<file path="src/rtl/trng_wb_harvester.sv">
// ---------------------------------------------------------------------------
// trng_wb_harvester
//
// Wishbone initiator for the TRNG responder. After enable it writes the
// fast and slow ring-oscillator trim codes (carried in the address, one
// cycle each, no ack expected), then repeatedly issues single 32-bit read
// cycles. Each acked word is pushed into a small show-ahead FIFO for a
// downstream consumer. Only one bus cycle is ever outstanding, and a read
// that sees no ack within TIMEOUT cycles is abandoned and flagged.
//
// Handshake (rnd_*): rnd_valid_o is high whenever the FIFO holds a word and
// rnd_data_o is then the oldest word; the word is consumed on a clock edge
// where rnd_valid_o & rnd_ready_i are both high. rnd_ready_i with an empty
// FIFO has no effect. rnd_data_o reads 0 while rnd_valid_o is low.
//
// Ports
//   wb_clk_i      clock
//   rst_ni        asynchronous active-low reset
//   enable_i      level: harvest while high
//   retrim_i      pulse: rerun the trim writes before the next read
//   wbm_cyc_o     wishbone cycle
//   wbm_stb_o     wishbone strobe
//   wbm_we_o      1 = trim write, 0 = read
//   wbm_adr_o     trim: {3'b000, sel, code} (sel 1 = fast, 0 = slow); read: 0
//   wbm_dat_o     always 0
//   wbm_dat_i     read data, taken when wbm_ack_i is high in a read
//   wbm_ack_i     responder ack
//   rnd_data_o    FIFO head word
//   rnd_valid_o   FIFO non-empty
//   rnd_ready_i   consumer pops the head word
//   fifo_level_o  words currently stored
//   timeout_o     sticky read-timeout flag, cleared while enable_i is low
//   busy_o        FSM is not idle
// ---------------------------------------------------------------------------
module trng_wb_harvester #(
  parameter int FIFO_DEPTH = 4,
  parameter int TIMEOUT    = 64,
  parameter int TRIM_FAST  = 13,
  parameter int TRIM_SLOW  = 13
) (
  input  logic                            wb_clk_i,
  input  logic                            rst_ni,
  input  logic                            enable_i,
  input  logic                            retrim_i,
  output logic                            wbm_cyc_o,
  output logic                            wbm_stb_o,
  output logic                            wbm_we_o,
  output logic [8:0]                      wbm_adr_o,
  output logic [31:0]                     wbm_dat_o,
  input  logic [31:0]                     wbm_dat_i,
  input  logic                            wbm_ack_i,
  output logic [31:0]                     rnd_data_o,
  output logic                            rnd_valid_o,
  input  logic                            rnd_ready_i,
  output logic [$clog2(FIFO_DEPTH):0]     fifo_level_o,
  output logic                            timeout_o,
  output logic                            busy_o
);

  localparam int AW = $clog2(FIFO_DEPTH);
  localparam int LW = AW + 1;
  localparam int CW = (TIMEOUT > 2) ? $clog2(TIMEOUT) : 1;

  localparam logic [4:0]    TRIM_FAST_C = 5'(TRIM_FAST);
  localparam logic [4:0]    TRIM_SLOW_C = 5'(TRIM_SLOW);
  localparam logic [8:0]    ADR_FAST    = {3'b000, 1'b1, TRIM_FAST_C};
  localparam logic [8:0]    ADR_SLOW    = {3'b000, 1'b0, TRIM_SLOW_C};
  localparam logic [CW-1:0] WAIT_LAST   = CW'(TIMEOUT - 1);
  localparam logic [LW-1:0] LEVEL_FULL  = LW'(FIFO_DEPTH);

  typedef enum logic [2:0] {
    IDLE    = 3'd0,
    WR_FAST = 3'd1,
    WR_SLOW = 3'd2,
    RD_REQ  = 3'd3,
    RD_GAP  = 3'd4
  } state_e;

  state_e          state_q;
  logic [CW-1:0]   wait_cnt_q;
  logic            trim_done_q;
  logic            retrim_pend_q;

  logic [31:0]     mem_q [FIFO_DEPTH];
  logic [AW-1:0]   wr_ptr_q;
  logic [AW-1:0]   rd_ptr_q;
  logic [LW-1:0]   level_q;

  logic            push;
  logic            pop;

  // An ack only counts while a read is actually on the bus.
  assign push = (state_q == RD_REQ) && wbm_ack_i;
  assign pop  = (level_q != '0) && rnd_ready_i;

  assign wbm_dat_o    = '0;
  assign rnd_valid_o  = (level_q != '0);
  assign rnd_data_o   = rnd_valid_o ? mem_q[rd_ptr_q] : '0;
  assign fifo_level_o = level_q;
  assign busy_o       = (state_q != IDLE);

  // -------------------------------------------------------------------------
  // Bus FSM. Bus outputs are registered and change together with the state,
  // so each state's bus values are visible for exactly the cycles spent in it.
  // -------------------------------------------------------------------------
  always_ff @(posedge wb_clk_i or negedge rst_ni) begin
    if (!rst_ni) begin
      state_q       <= IDLE;
      wbm_cyc_o     <= 1'b0;
      wbm_stb_o     <= 1'b0;
      wbm_we_o      <= 1'b0;
      wbm_adr_o     <= '0;
      wait_cnt_q    <= '0;
      trim_done_q   <= 1'b0;
      retrim_pend_q <= 1'b0;
      timeout_o     <= 1'b0;
    end else begin
      case (state_q)
        IDLE: begin
          if (enable_i && (!trim_done_q || retrim_pend_q)) begin
            state_q   <= WR_FAST;
            wbm_cyc_o <= 1'b1;
            wbm_stb_o <= 1'b1;
            wbm_we_o  <= 1'b1;
            wbm_adr_o <= ADR_FAST;
          end else if (enable_i && (level_q < LEVEL_FULL)) begin
            // Free slot guaranteed: with one read in flight the push fits.
            state_q    <= RD_REQ;
            wbm_cyc_o  <= 1'b1;
            wbm_stb_o  <= 1'b1;
            wbm_we_o   <= 1'b0;
            wbm_adr_o  <= '0;
            wait_cnt_q <= '0;
          end
        end
        WR_FAST: begin
          state_q   <= WR_SLOW;
          wbm_adr_o <= ADR_SLOW;
        end
        WR_SLOW: begin
          state_q       <= RD_GAP;
          trim_done_q   <= 1'b1;
          retrim_pend_q <= 1'b0;
          wbm_cyc_o     <= 1'b0;
          wbm_stb_o     <= 1'b0;
          wbm_we_o      <= 1'b0;
          wbm_adr_o     <= '0;
        end
        RD_REQ: begin
          // Ack wins over a timeout landing on the same cycle.
          if (wbm_ack_i) begin
            state_q   <= RD_GAP;
            wbm_cyc_o <= 1'b0;
            wbm_stb_o <= 1'b0;
          end else if (wait_cnt_q == WAIT_LAST) begin
            state_q   <= IDLE;
            wbm_cyc_o <= 1'b0;
            wbm_stb_o <= 1'b0;
            timeout_o <= 1'b1;
          end else begin
            wait_cnt_q <= wait_cnt_q + CW'(1);
          end
        end
        RD_GAP: begin
          state_q <= IDLE;
        end
        default: begin
          state_q   <= IDLE;
          wbm_cyc_o <= 1'b0;
          wbm_stb_o <= 1'b0;
          wbm_we_o  <= 1'b0;
          wbm_adr_o <= '0;
        end
      endcase

      // A retrim request arriving while WR_SLOW retires still forces another
      // trim pass, so the set overrides the clear above.
      if (retrim_i) begin
        retrim_pend_q <= 1'b1;
      end
      if (!enable_i) begin
        timeout_o <= 1'b0;
      end
    end
  end

  // -------------------------------------------------------------------------
  // FIFO storage: data array needs no reset, emptiness is tracked by level.
  // -------------------------------------------------------------------------
  always_ff @(posedge wb_clk_i) begin
    if (push) begin
      mem_q[wr_ptr_q] <= wbm_dat_i;
    end
  end

  always_ff @(posedge wb_clk_i or negedge rst_ni) begin
    if (!rst_ni) begin
      wr_ptr_q <= '0;
      rd_ptr_q <= '0;
      level_q  <= '0;
    end else begin
      if (push) begin
        wr_ptr_q <= wr_ptr_q + AW'(1);
      end
      if (pop) begin
        rd_ptr_q <= rd_ptr_q + AW'(1);
      end
      case ({push, pop})
        2'b10:   level_q <= level_q + LW'(1);
        2'b01:   level_q <= level_q - LW'(1);
        default: level_q <= level_q;
      endcase
    end
  end

endmodule

</file>
<file path="config.mk">
export PLATFORM = sky130hd
export DESIGN_NAME = trng_wb_harvester
export DESIGN_NICKNAME = d
export VERILOG_FILES = /design/src/rtl/trng_wb_harvester.sv
export SDC_FILE = /design/constraint.sdc
export NUM_CORES = 1
export LEC_CHECK = 0
export BUFFER_PORTS_ARGS = -buffer_cell sky130_fd_sc_hd__buf_2
export CORE_MARGIN = 8
export CORE_UTILIZATION = 61
export CTS_BUF_LIST = sky130_fd_sc_hd__clkbuf_8
export CTS_CLUSTER_SIZE = 30
export DETAILED_ROUTE_END_ITERATION = 16
export HOLD_SLACK_MARGIN = 0.12
export PLACE_DENSITY = 0.95
export RECOVER_POWER = 25
export SYNTH_ARGS = -nofsm -noshare
export SYNTH_HDL_FRONTEND = slang
export SYNTH_SLANG_ARGS = --single-unit
</file>
<file path="constraint.sdc">
create_clock -name wb_clk_i -period 5.6 [get_ports wb_clk_i]
set_clock_uncertainty 0.15 [all_clocks]
set_input_delay 0 -clock wb_clk_i [delete_from_list [all_inputs] [get_ports wb_clk_i]]
set_output_delay 0 -clock wb_clk_i [all_outputs]
set_load 0.005 [all_outputs]
</file>
==> results.cfg <==
[outcome]
outcome = complete, no violations

[cts]
cts_resized = 0
cts_buffer_depth = 2
clock_sinks = 151
clkTransAtPathRegs_ns = 0.08
clk_latency_ns = 0.44
cts_setup_buffers = 0
htree_num_levels = 4
cts_tree = done
root_buffer = clkbuf_8
numCtsBuffers = 17

[grt]
grt_pass1_wl_um = 20100
grt_usage_pct = 18.7
grt_max_degree = 35
grt_pass1_vias = 3775
antenna_found_initial = 0
overflow = 0

[routing]
dr_total_vias = 3483
drc = 0
wl_um = 12700
ant_nets = 0
drt_iter0_markers = 328
routed_via_density = 5.46
drtPass1Iterations = 4
wire_per_inst_um = 19.8

[placed_design]
portBuffers = 82
hpwl_um = 8340
gp_congestion = 0.852
dp_slack_ns = 2.72

[pwr]
ir_worst_vdd_uv = 279
leakage_uw = 0.00272
power_density_nw_per_um2 = 430

[timing]
rsz0062_at_grt = false
max_freq_mhz = 346
tightest_slew_ns = 1.07
setup_violations = 0
hold_viol = 0
finalCritPeriodShare_pct = 51.6
layout_setup_ws_ns = 2.71
slew_violations = 0
fin_crit_ns = 2.89
final.setup.tns_ns = 0
slew-limit-headroom_pct = 28.4

[worst_setup_path]
end_kind = flop
crit_type = flop to flop
required_ns = 5.80
worstSetupStartpointType = flop
cp.arrival_ns = 3.09
cp_max_fo = 34

[job]
cap_violations = 0

[yosys]
synth_area_leaders = edfxtp_1 (60%), mux4_2 (11%), dfrtp_1 (8.9%)
synthArstFlopShare_pct = 15.2
synth_area_per_cell_um2 = 17.6
synth_ff_type = edfxtp_1
seq_area_frac_synth_pct = 68.7
yosys_register_bits = 151
yosysTopAreaCellShare_pct = 59.7
synth_area_um2 = 6430
synthCells = 365
synth_top_area_cell = edfxtp_1
yosysWarnings = 0
yosys.cell_types.count = 45
synth_edf_count = 128

[finish]
regArea_um2 = 4420
drive_gt1_share_pct = 26.9
multi_input_area_um2 = 1720
final_net_count = 534
area_growth_syn_to_layout_pct = 16.4
antenna_cells = 0
nFillCells = 642

[floorplan]
io_pins = 120
initial_utilization_pct = 62.6
num_rows = 37
die_x_um = 119
dieArea_um2 = 14100
dieHeight_um = 119
core-area_um2 = 10300

[hold_path]
hold_class = input port to flop
==> area by class of cell <==
cell class                      count  share of cell area (%)
Multi-Input combinational cell    188                    23.0
Timing Repair Buffer              123                    10.5
Sequential cell                   151                    59.1
Clock buffer                       17                    3.13
Tap cell                          136                    2.27
Clock inverter                     15                    1.62
Inverter                            8                   0.401
==> power by group <==
group	internal, µW	total, µW	switching (µW)
clock	316	739	424
sequential	1320	1500	178
combinational	554	982	428
total	2190	3220	1030
==> flip-flops by register name, indices dropped and copies added, names as in the netlist <==
register       cells
timeout_o          1
mem_q            128
wbm_stb_o          1
wbm_we_o           1
trim_done_q        1
rd_ptr_q           2
state_q            3
retrim_pend_q      1
fifo_level_o       3
wait_cnt_q         6
wr_ptr_q           2
wbm_adr_o          2
==> metal layers <==
layer	track usage [%]	vias up	share of wire, %
met1	20.1	1743	38
li1	-	1566	-
met5	0	-	0
met3	7.81	12	7.9
met4	5.85	0	0.85
met2	32.7	162	53
==> metrics by stage <==
step / area [µm²] / total power (µW) / instances / hold WS [ns] / utilization (%)
6_report: 7490 / 3220 / 638 / 0.199 / 72.8
5_1_grt: 7490 / 3410 / 638 / 0.186 / 72.8
4_1_cts: 7520 / 3250 / 638 / 0.126 / 73.1
3_5_place_dp: 6760 / 2490 / 566 / -0.145 / 65.8
3_3_place_gp: 6760 / 2460 / 566 / -0.158 / 65.8
2_1_floorplan: 6570 / 2190 / 401 / -0.446 / -
==> Yosys cell counts (2+ instances only) <==
master / count
a21oi_1: 5
and2_1: 34
and3_2: 4
buf_2: 3
buf_4: 43
buf_6: 4
clkbuf_1: 4
dfrtp_1: 23
edfxtp_1: 128
ha_1: 6
inv_1: 7
mux4_2: 32
nand2_1: 9
nand2b_1: 3
nand3_1: 4
nor2_1: 6
nor3_1: 5
o211ai_1: 3
o21a_1: 2
o21ai_0: 7
o21bai_1: 2
o2bb2ai_1: 4
xnor2_1: 3
xor2_1: 3
==> critical path, stage by stage, from the launching register on <==
cell and delay (ns):
dfrtp_1 0.46, or3_1 0.80, and2_1 0.31, ha_1 0.22, inv_1 0.06, fa_1 0.37, xor2_1 0.15, nor2_1 0.12
xor2_1 0.17
==> path summary, 6_finish.rpt <==
check                           startpoint              end  slack (ns)  cells past startpoint
max                        fifo_level_o[2]  fifo_level_o[2]        2.71                      8
min                           wbm_dat_i[7]      mem_q[3][7]        0.20                      2
max reg2reg                fifo_level_o[2]  fifo_level_o[2]        2.71                      8
min reg2reg                    trim_done_q      trim_done_q        0.39                      1
max in group asynchronous           rst_ni      rd_ptr_q[0]        3.93                      3
min in group asynchronous           rst_ni       state_q[2]        0.67                      3
==> cell usage in the layout, fill, tap and decap left out, drive strengths merged, types with 3 or more instances in the layout <==
master         n
edfxtp       128
buf           59
clkbuf        41
dlygate4sd3   40
conb          37
and2          34
mux4          32
dfrtp         23
inv           15
nand2          9
o21ai          7
nor2           6
ha             6
nor3           5
a21oi          5
and3           5
nand3          4
o2bb2ai        4
clkinvlp       4
nand2b         4
clkinv         4
o211ai         3
xor2           3
xnor2          3
==> logic make-up (layout without fill, tap and decap cells) <==
kind of cell / count (synthesis) / count (layout) / synth area share (%)
DFF: 151 / 151 / 68.7
buffers and inverters: 62 / 163 / 6.65
adders and majority gates: 7 / 7 / 1.48
AOI/OAI and AO/OA: 30 / 30 / 3.58
xor gates and xnor gates: 6 / 6 / 0.817
muxes: 35 / 35 / 11.8
other: 1 / 37 / 0.0583
and+or+nand+nor: 73 / 73 / 6.96
==> repair_timing <==
| action | CTS | global route |
|---|---|---|
| endpoints found under the setup margin | 0 | 0 |
| hold endpoints to repair | 171 | 0 |
| hold buffers | 40 | 0 |
Note: power is estimated with default switching activity, not from simulation.
